File: config.mk
export PLATFORM = sky130hd
export DESIGN_NAME = rr_grant_arbiter
export DESIGN_NICKNAME = d
export VERILOG_FILES = /design/src/rtl/rr_grant_arbiter.sv
export SDC_FILE = /design/constraint.sdc
export NUM_CORES = 1
export LEC_CHECK = 0
export CORE_AREA = 3 3 105 107
export CTS_CLUSTER_SIZE = 16
export DETAILED_ROUTE_END_ITERATION = 12
export DIE_AREA = 0 0 108 110
export GPL_ROUTABILITY_DRIVEN = 1
export SKIP_LAST_GASP = 1
export SYNTH_ARGS = -nofsm -noshare
export SYNTH_HDL_FRONTEND = slang
export SYNTH_SLANG_ARGS = --single-unit
File: constraint.sdc
create_clock -name clk -period 4.7 [get_ports clk]
set_input_delay 0.47 -clock clk [delete_from_list [all_inputs] [get_ports clk]]
set_output_delay 0.47 -clock clk [all_outputs]
set_load 0.005 [all_outputs]
File: src/rtl/rr_grant_arbiter.sv
// Round-robin arbiter: registered one-hot grant plus binary index, held until accepted.
// One-cycle request-to-grant latency; back-to-back grants on accept.
module rr_grant_arbiter #(
  parameter  int OUT_SIZE = 4,
  localparam int IN_SIZE  = 1 << OUT_SIZE
) (
  input  logic                clk,
  input  logic                rst,
  input  logic [IN_SIZE-1:0]  req,
  input  logic                enable,
  output logic [IN_SIZE-1:0]  gnt,
  output logic [OUT_SIZE-1:0] gnt_idx,
  output logic                gnt_valid,
  input  logic                gnt_ready
);

  localparam logic [0:0] IDLE = 1'b0;
  localparam logic [0:0] BUSY = 1'b1;

  logic [0:0]          state;
  logic [OUT_SIZE-1:0] ptr;
  logic [OUT_SIZE-1:0] start;
  logic [OUT_SIZE-1:0] cand;
  logic [OUT_SIZE-1:0] win;
  logic                found;

  // On an accept the scan starts just past the current winner, not from the stale ptr,
  // so a back-to-back grant already reflects the rotation.
  always_comb begin
    start = (state == BUSY) ? gnt_idx + OUT_SIZE'(1) : ptr;
    cand  = '0;
    win   = '0;
    found = 1'b0;
    for (int i = IN_SIZE - 1; i >= 0; i--) begin
      cand = start + OUT_SIZE'(i);
      if (req[cand]) begin
        win   = cand;
        found = 1'b1;
      end
    end
  end

  always_ff @(posedge clk or posedge rst) begin
    if (rst) begin
      state   <= IDLE;
      ptr     <= '0;
      gnt     <= '0;
      gnt_idx <= '0;
    end else begin
      case (state)
        IDLE: begin
          if (enable && found) begin
            gnt     <= IN_SIZE'(1) << win;
            gnt_idx <= win;
            state   <= BUSY;
          end
        end
        BUSY: begin
          if (gnt_ready) begin
            ptr <= gnt_idx + OUT_SIZE'(1);
            if (enable && found) begin
              gnt     <= IN_SIZE'(1) << win;
              gnt_idx <= win;
            end else begin
              gnt     <= '0;
              gnt_idx <= '0;
              state   <= IDLE;
            end
          end
        end
        default: state <= IDLE;
      endcase
    end
  end

  assign gnt_valid = (state == BUSY);

endmodule
## After elaboration in Yosys (flattened, before gate mapping)

Index checks and enable logic that the tools add are counted.

| storage, ports and cells | value |
|---|---|
| register bits | 25 |
| input port bits | 20 |
| output and inout port bits | 21 |
| word-level logic and storage cells | 119 |

| cells by class | value |
|---|---|
| add/subtract/negate cells | 16 |
| order comparisons | 16 |
| eq/ne operators | 2 |
| shifts and indexed selects | 1 |
| mux-type cells | 76 |
| bitwise logic cells | 1 |
| reductions and logical operators | 3 |

Operators with widths:

| cell | count |
|---|---|
| $lt 4x5->1 const B | 16 |
| $mux 4 | 20 |
| $bmux 1 s4 | 16 |
| $mux 16 | 3 |
| $mux 1 | 34 |
| $add 4x4->4 const B | 8 |
| $pmux 16 s2 | 1 |
| $add 4x3->4 const B | 4 |
| $shl 1x4->16 const A | 1 |
| $add 4x1->4 const B | 2 |
| $add 4x2->4 const B | 2 |
| $pmux 4 s2 | 1 |
| $ne 2x2->1 const B | 2 |
| $reduce_and 2->1 | 2 |
| $pmux 1 s2 | 1 |
| $logic_and 1x1->1 | 1 |
| $not 1->1 | 1 |

## Logic depth before layout (Yosys ltp)

Gate-level depths: netlist of the first run.

| depth | value |
|---|---|
| depth after elaboration | 25 |
| depth in mapped cells | 16 |
| mapped depth without buffers | 13 |

## Least setup slack after synthesis of the first run

OpenSTA, ideal clock, no wires.

| timing | value |
|---|---|
| path type | register to register |
| from | reg gnt_idx[0] |
| to | reg gnt[0] |
| setup time | 110 ps |
| data arrival time | 4,215 ps |
| data required time | 4,590 ps |
| path slack | 375 ps |
| cell stages (with the launch flop) | 16 |
| path buffers | 3 |
| period minus slack after synthesis | 4,325 ps |
| path through | dfrtp_1 > ha_1 > xnor2_1 > a21o_1 > buf_4 > buf_1 > ha_1 > clkbuf_1 > nand4_1 > nand4_1 > mux2i_4 > and2_0 > o311a_1 > or4b_4 > a21o_1 > o41ai_1 |

| on the way | value |
|---|---|
| longest elaborated chain between the ends | 25 |
| elaborated cells on any way between the ends | 89 |
| classes of those cells | 16 x add/sub; 1 x eq/ne; 1 x shift; 69 x mux; 2 x reduce/logical |

Ends and longest elaborated chain:

| element | line | text |
|---|---|---|
| start, declared | 12 | `output logic [OUT_SIZE-1:0] gnt_idx,` |
| start signal, assigned | 54 | `gnt_idx <= win;` |
| start signal, assigned | 63 | `gnt_idx <= win;` |
| $add 4x1->4 (*) | 30 | `start = (state == BUSY) ? gnt_idx + OUT_SIZE'(1) : ptr;` |
| $mux 4 (*) | 30 |  |
| $add 4x4->4 | 35 | `cand = start + OUT_SIZE'(i);` |
| $bmux 1 s4 | 36 | `if (req[cand]) begin` |
| $mux 1 (not written as such) | 36 |  |
| $mux 4 or $mux 1 (tied branches) (16 in series) | 36 |  |
| $shl 1x4->16 or $logic_and 1x1->1 (tied branches) | -- |  |
| $mux 16 | 61 | `if (enable && found) begin` |
| $mux 16 | 59 | `if (gnt_ready) begin` |
| $pmux 16 s2 | 50 | `case (state)` |
| end signal, assigned | 53 | `gnt <= IN_SIZE'(1) << win;` |
| end signal, assigned | 62 | `gnt <= IN_SIZE'(1) << win;` |
| end, declared | 11 | `output logic [IN_SIZE-1:0] gnt,` |

Every way passes the cells marked *; elsewhere a longest branch is shown, timed or not. The select of a mux whose other input is x is not followed.
A chain may end at the register's enable or synchronous reset.

## Worst setup path in the final report of the first run

| timing | value |
|---|---|
| from | reg state (netlist: gnt_valid) |
| to | reg gnt[15] |

| on the way | value |
|---|---|
| longest elaborated chain between the ends | 24 |
| elaborated cells on any way between the ends | 90 |
| classes of those cells | 15 x add/sub; 2 x eq/ne; 1 x shift; 69 x mux; 1 x bitwise; 2 x reduce/logical |

Ends and longest elaborated chain:

| element | line | text |
|---|---|---|
| start, declared | 20 | `logic [0:0] state;` |
| start signal, assigned | 45 | `state <= IDLE;` |
| start signal, assigned | 55 | `state <= BUSY;` |
| start signal, assigned | 67 | `state <= IDLE;` |
| $mux 4 | 30 |  |
| $add 4x4->4 | 35 |  |
| $bmux 1 s4 | 36 |  |
| $mux 1 (not written as such) | 36 |  |
| $mux 4 or $mux 1 (tied branches) (16 in series) | 36 |  |
| $shl 1x4->16 or $logic_and 1x1->1 (tied branches) | -- |  |
| $mux 16 | 61 |  |
| $mux 16 | 59 |  |
| $pmux 16 s2 | 50 |  |

Parallel ways exist; a longest one is shown, timed or not. The select of a mux whose other input is x is not followed.

==> results of run 1 <==
==> registers in the layout (all words and copies together), names as in the netlist <==
name / cells
gnt: 16
gnt_idx: 4
gnt_valid: 1
ptr: 4
==> what timing repair did <==
action,4_1_cts,5_1_grt
endpoints found under the setup margin,0,16
setup buffers,0,1
gates resized for setup,0,5
==> routing by layer <==
| layer | part of all wire [%] | wire (µm) |
|---|---|---|
| met5 | 0 | 0 |
| met3 | 8.6 | 1000 |
| met4 | 3.1 | 363 |
| met2 | 47 | 5460 |
| met1 | 42 | 4840 |
==> cell type report <==
| class | instances | area, µm² | share of cell area, % |
|---|---|---|---|
| well taps | 136 | 170 | 4.05 |
| multi-input cells | 334 | 2700 | 64.2 |
| inverters | 12 | 47.5 | 1.13 |
| flip-flops and latches | 25 | 626 | 14.9 |
| clock buffers | 3 | 41.3 | 0.982 |
| clock inverters | 1 | 7.51 | 0.179 |
| repair buffers | 68 | 614 | 14.6 |
==> synth_stat cells, types with 8 or more instances <==
library cell / count / area share (%)
sky130_fd_sc_hd__mux2_2: 15 / 4.9
sky130_fd_sc_hd__mux4_2: 14 / 9.2
sky130_fd_sc_hd__inv_1: 10 / 1.1
sky130_fd_sc_hd__xnor2_1: 8 / 2.0
sky130_fd_sc_hd__nand3_1: 24 / 3.5
sky130_fd_sc_hd__nand2_1: 41 / 4.5
sky130_fd_sc_hd__a21oi_1: 13 / 1.9
sky130_fd_sc_hd__clkbuf_1: 10 / 1.1
sky130_fd_sc_hd__nor2_1: 16 / 1.7
sky130_fd_sc_hd__o21ai_0: 21 / 3.1
sky130_fd_sc_hd__mux2i_1: 25 / 7.3
sky130_fd_sc_hd__ha_1: 8 / 2.9
sky130_fd_sc_hd__o211ai_1: 9 / 2.0
sky130_fd_sc_hd__dfrtp_1: 25 / 18
sky130_fd_sc_hd__nand4_1: 14 / 2.5
sky130_fd_sc_hd__o41ai_1: 14 / 3.6
==> worst paths after layout <==
kind	from	end	depth (start not counted)
max in group asynchronous	rst	gnt_idx[3]	2
hold reg to reg	gnt[2]	gnt[2]	2
min in group asynchronous	rst	gnt[6]	2
setup / recovery	gnt_valid	gnt[15]	13
hold / removal	gnt[2]	gnt[2]	2
setup reg to reg	gnt_valid	gnt[15]	13
==> critical path, delay by kind of cell, from the launching register on <==
| family | cells | cell delay [ns] |
|---|---|---|
| compound gates | 3 | 0.76 |
| buf+inv | 3 | 0.59 |
| mux | 3 | 1.13 |
| simple gates | 4 | 1.26 |
| flops | 1 | 0.55 |
==> logic make-up (layout without fill, tap and decap cells) <==
group           count (synthesis)  in the layout  synth area share [%]
compound gates                124            124                  27.1
xor+xnor                       13             13                  4.40
fa+ha+maj                       8              8                  2.91
buf+inv                        32             84                  4.21
flops                          25             25                  18.2
mux                            60             60                  24.2
simple gates                  129            129                  19.0
==> cells in the final DEF, fill, tap and decap left out, types with 7 or more instances in the layout <==
master and count:
sky130_fd_sc_hd__a21o_1 7, sky130_fd_sc_hd__nand2_1 41, sky130_fd_sc_hd__mux2i_1 23, sky130_fd_sc_hd__nor2_1 16, sky130_fd_sc_hd__ha_1 8, sky130_fd_sc_hd__nand3_1 24, sky130_fd_sc_hd__a21oi_1 13, sky130_fd_sc_hd__nor3_1 7
sky130_fd_sc_hd__dfrtp_1 25, sky130_fd_sc_hd__o41ai_1 14, sky130_fd_sc_hd__clkdlybuf4s50_1 40, sky130_fd_sc_hd__mux2_2 15, sky130_fd_sc_hd__xnor2_2 7, sky130_fd_sc_hd__inv_1 10, sky130_fd_sc_hd__o21ai_0 21, sky130_fd_sc_hd__buf_4 27
sky130_fd_sc_hd__o211ai_1 9, sky130_fd_sc_hd__mux4_2 14, sky130_fd_sc_hd__nand4_1 14
==> per-stage QoR <==
stage | cells | TNS [ns] | utilization [%] | setup WS [ns]
2_1_floorplan | 391 | 0 | - | 0.375
3_3_place_gp | 574 | 0 | 40.3 | 0.315
3_5_place_dp | 574 | 0 | 40.3 | 0.255
4_1_cts | 578 | 0 | 40.7 | 0.226
5_1_grt | 579 | -0.0136 | 41.1 | -0.0136
6_report | 579 | 0 | 41.1 | 0.281
==> implementation parameters, run 1 <==
Parameter                              Value

Worst setup path
  Sequence of cells on the critical path ... or2_1, nand2_4, inv_4, buf_4, mux2i_1, mux4_2, mux2i_1, buf_4, or3_1, a211oi_2, o21ai_0, and3_1, o41ai_1
  Setup slack, reg-to-reg ... 0.28 ns
  Kind of start point of the critical path ... register
  Worst setup path class ... register to register
  Top fanout value on the critical path ... 18
  Maximum cell stage delay along the critical path ... 0.55 ns
  Critical Path Sink Type ... register
  CP max stage cell ... sky130_fd_sc_hd__dfrtp_1
  Required @ worst endpoint ... 4.85 ns
  Worst endpoint data arrival time ... about 4.6 ns

Routing
  Number of DRC violations after detailed-routing iteration 0 ... 531
  Detailed-router iteration count before antenna repair ... 6
  Post-route ant nets ... 0
  Number of design rule violations left after detail routing ... 0
  Detailed-route wire length ... 11.7 mm
  Average routed wire per standard cell ... 20.1 µm
  Routed via count ... 3705
  Via count normalized by instance count ... 6.40

STA
  Max-slew violations ... 0
  Minimum period implied by the final worst setup slack ... 4.42 ns
  Final hold violation count ... 0
  Total of endpoints with negative setup slack in the final report ... 0
  Max transition margin ... 35.0%
  Final worst path period share ... 94.0%
  Setup repair after global routing missed its margin ... true
  Transition time at the pin with the least slew margin ... 0.974 ns
  Highest clock rate ... between 0.2 and 0.25 GHz
  Minimum hold slack ... 0.488 ns
  Post-Route Skew ... about 0.0065 ns

Floorplan
  Die footprint ... 11900 µm²
  Width of the die ... 108 µm
  Height of the die ... between 100 and 150 µm
  Number of top-level design ports ... 41
  CORE AREA ... 10200 µm²
  Initial core utilization ... 33.7%
  Standard-cell rows ... 37

Hold path
  Type of the tightest min-delay check ... register to register

Global route
  Global-route layer with the greatest usage ... met2
  Initial antenna violation count ... 0
  First-pass GRT wire length ... 19.0 mm
  Number of global-route vias before repair ... approximately 3600
  Grt ovf ... 0
  Global-route met3 utilization ... between 3 and 4%
  Met2 capacity usage during global routing ... 32.5%
  GRT met1 Usage ... 27.0%
  Total global routing track utilization ... 20.0%
  Largest net degree at the start of global routing ... 26

Synth
  Count of synthesis-stage warnings from yosys ... 0
  Number of enable-type register cells in the synthesized netlist ... 0
  Number of cells produced by synthesis ... 391
  Number of distinct library cell variants in the gate-level netlist after synthesis ... 72
  Leading register cell type out of synthesis ... sky130_fd_sc_hd__dfrtp_1
  Sequential share of the synthesized area ... 18.2%
  Fraction of registers with async set/reset ... 100%
  Synthesized Nets ... 419
  Total standard cell area after synthesis ... 3440 µm²
  Yosys reg bits ... 25
  Mean post-synth cell area ... 8.81 µm²

Clock network
  Inserted Clock Buffers ... 3
  Number of clock sinks ... 25
  H-Tree Depth ... 1
  Number of buffers on the longest clock path ... 2
  Root Driver ... sky130_fd_sc_hd__clkbuf_8
  Hold buffer count at CTS ... 0
  Post-CTS clock slew at the launch and capture registers of the worst setup and hold paths ... 0.09 ns
  CTS tree ... done
  Clock latency reported for the late side of the worst-skew pair ... 0.27 ns

Run
  MaxCap Viol Count ... 0

Status
  Status ... finished clean

Place
  Final weighted congestion in routability-driven placement ... about 1.0
  Detail Placement HPWL ... 9.08 mm
  Placed instance area ... just over 4000 µm²
  Buffers on Ports ... 40

Final layout
  Synthesis-to-finish area growth ... 22.0%
  Final design instance area without fill ... about 4200 µm²
  Fraction of layout cells with a size suffix above 1 ... 19.6%
  Total of fill cells in the finished design ... ~1000
  Antenna Diode Count ... 0
  # nets final ... 472
Power of run 1 is not shown: default switching activity piles up to over one toggle a cycle in this logic, so the estimate is an artifact.
==> run 2: changes to the inputs <==
- clock period: 4.7 -> 5.65 ns (I/O delays scaled with it)
==> implementation parameters, run 2 (synthesis results as in run 1) <==
Parameter                              Value

Final layout
  Biggest registers after layout ... gnt: 16 flops, gnt_idx: 4 flops, ptr: 4 flops
  Synthesis-to-finish area growth ... 17.5%
  Most common cell after layout, fill and taps aside ... sky130_fd_sc_hd__nand2_1
  Most flop-heavy register ... gnt
  Antenna Diode Count ... 0
  Fraction of layout cells with a size suffix above 1 ... around 15%
  Commonest cells after routing, fill and taps aside ... sky130_fd_sc_hd__nand2_1 (41), sky130_fd_sc_hd__clkdlybuf4s50_1 (40), sky130_fd_sc_hd__mux2i_1 (25), sky130_fd_sc_hd__dfrtp_1 (25), sky130_fd_sc_hd__nand3_1 (24)
  Final design instance area without fill ... 4050 µm²
  Number of flip-flops in the largest register ... 16
  # nets final ... ~460

Clock network
  Post-CTS clock slew at the launch and capture registers of the worst setup and hold paths ... 0.09 ns
  Inserted Clock Buffers ... 3
  Total setup buffers inserted after CTS ... 0
  Number of gates given a new drive strength after cts ... 0
  Number of clock sinks ... 25
  Hold buffer count at CTS ... 0
  H-Tree Depth ... 1
  Number of buffers on the longest clock path ... 2
  Clock latency reported for the late side of the worst-skew pair ... 0.27 ns
  CTS tree ... done
  Root Driver ... sky130_fd_sc_hd__clkbuf_8

Place
  Buffers on Ports ... 40
  Worst slack after detailed placement ... between 0.7 and 0.8 ns
  Placed instance area ... 4000 µm²
  Detail Placement HPWL ... roughly 8.8 mm
  Final weighted congestion in routability-driven placement ... slightly below 1

Worst setup path
  Crit path buf inv count ... 2
  Kind of start point of the critical path ... register
  Top fanout value on the critical path ... 19
  Capture point of the worst reg-to-reg path ... gnt[0]
  Critical Path Sink Type ... register
  Setup slack, reg-to-reg ... roughly 0.64 ns
  CP max stage cell ... sky130_fd_sc_hd__o311ai_0
  Reg-to-Reg Start ... gnt_valid
  Maximum cell stage delay along the critical path ... 0.71 ns
  Logic depth of the worst register-to-register path ... 13
  Required @ worst endpoint ... between 5 and 6 ns
  Worst setup path class ... register to register
  Sequence of cells on the critical path ... or2_1, nand2_4, inv_4, ha_1, inv_1, xnor2_2, mux4_2, o22ai_1, nand2b_1, a31oi_1, o311ai_0, nand4_1, o41ai_1
  Worst endpoint data arrival time ... 5.17 ns
  Top delay family on crit path ... compound AO/OA/AOI/OAI gates

Floorplan
  Height of the die ... 110 µm
  Number of top-level design ports ... 41
  CORE AREA ... 10200 µm²
  Initial core utilization ... 33.7%
  Die footprint ... 11900 µm²
  Width of the die ... 108 µm
  Standard-cell rows ... 37

STA
  Post-Route Skew ... 0.00376 ns
  Minimum hold slack ... 0.486 ns
  Max transition margin ... 35.7%
  Final hold violation count ... 0
  Sum Neg Setup Slack ... 0 ns
  Final WS setup ... roughly 0.64 ns
  Transition time at the pin with the least slew margin ... 0.963 ns
  Setup repair after global routing missed its margin ... false
  Total of endpoints with negative setup slack in the final report ... 0
  Minimum period implied by the final worst setup slack ... 5.01 ns
  Final worst path period share ... 88.7%
  Highest clock rate ... ~0.2 GHz
  Max-slew violations ... 0

Global route
  Largest net degree at the start of global routing ... 26
  First-pass GRT wire length ... 18.8 mm
  Initial antenna violation count ... 0
  Grt ovf ... 0
  Total global routing track utilization ... between 10% and 20%
  Number of global-route vias before repair ... 3524

Status
  Status ... finished clean

Routing
  Post-route ant nets ... 0
  Detailed-router iteration count before antenna repair ... 6
  Via count normalized by instance count ... about 6.5
  Routed via count ... 3633
  Number of DRC violations after detailed-routing iteration 0 ... between 300 and 400
  Detailed-route wire length ... 11.4 mm
  Average routed wire per standard cell ... 20.3 µm
  Number of design rule violations left after detail routing ... 0

Hold path
  Origin of the worst min-delay path ... gnt[1]
  Type of the tightest min-delay check ... register to register
  Worst Hold Path EP ... gnt[1]
  Hold Path Cell Cnt ... 2

Run
  MaxCap Viol Count ... 0
==> run 2: worst max-delay path by stage <==
stage / startpoint / slack (ns) / to / cells past startpoint
final: gnt_valid / 0.64 / gnt[0] / 13
after detailed placement: gnt_valid / 0.70 / gnt[4] / 13
after global placement: gnt_valid / 0.87 / gnt[9] / 13
after CTS: gnt_valid / 0.72 / gnt[4] / 13
after floorplan: gnt_idx[0] / 1.33 / gnt[0] / 15
after global routing: gnt_valid / 0.16 / gnt[6] / 13
==> run 2: area by class of cell <==
type | instances | area (µm²)
Multi-Input combinational cell | 334 | 2670
Tap cell | 136 | 170
Inverter | 12 | 47.5
Timing Repair Buffer | 51 | 483
Fill cell | 1018 | 6180
Clock buffer | 3 | 41.3
Clock inverter | 1 | 7.51
Sequential cell | 25 | 626
==> run 2: routing by layer <==
metal,vias to the layer above,wire length [µm],GRT usage [%]
met5,-,0,0
li1,1650,-,-
met3,29,918,1.75
met4,0,327,6.49
met1,1754,4910,27.5
met2,200,5270,31.7
==> run 2: worst reg2reg max path: cells and delay by family, from the launching register on <==
| kind | cells | cell delay, ns |
|---|---|---|
| AOI/OAI and AO/OA | 4 | 1.41 |
| and+or+nand+nor | 4 | 1.17 |
| muxes | 1 | 0.65 |
| DFF | 1 | 0.64 |
| buffers and inverters | 2 | 0.39 |
| xor gates and xnor gates | 1 | 0.35 |
| adders and majority gates | 1 | 0.29 |
==> run 2: through the flow <==
stage / cells / utilization (%)
finish: 562 / 39.6
global route: 562 / 39.6
CTS: 562 / 39.6
detailed placement: 558 / 39.1
global placement: 558 / 39.1
floorplan: 391 / -
Power of run 2 is left out for the same reason.
==> run 3: changes to the inputs <==
- SKIP_CTS_REPAIR_TIMING: default -> 1
==> results of run 3 <==
Final layout, timing and power as in run 2 (identical DEF).
Power of run 3 is left out for the same reason.
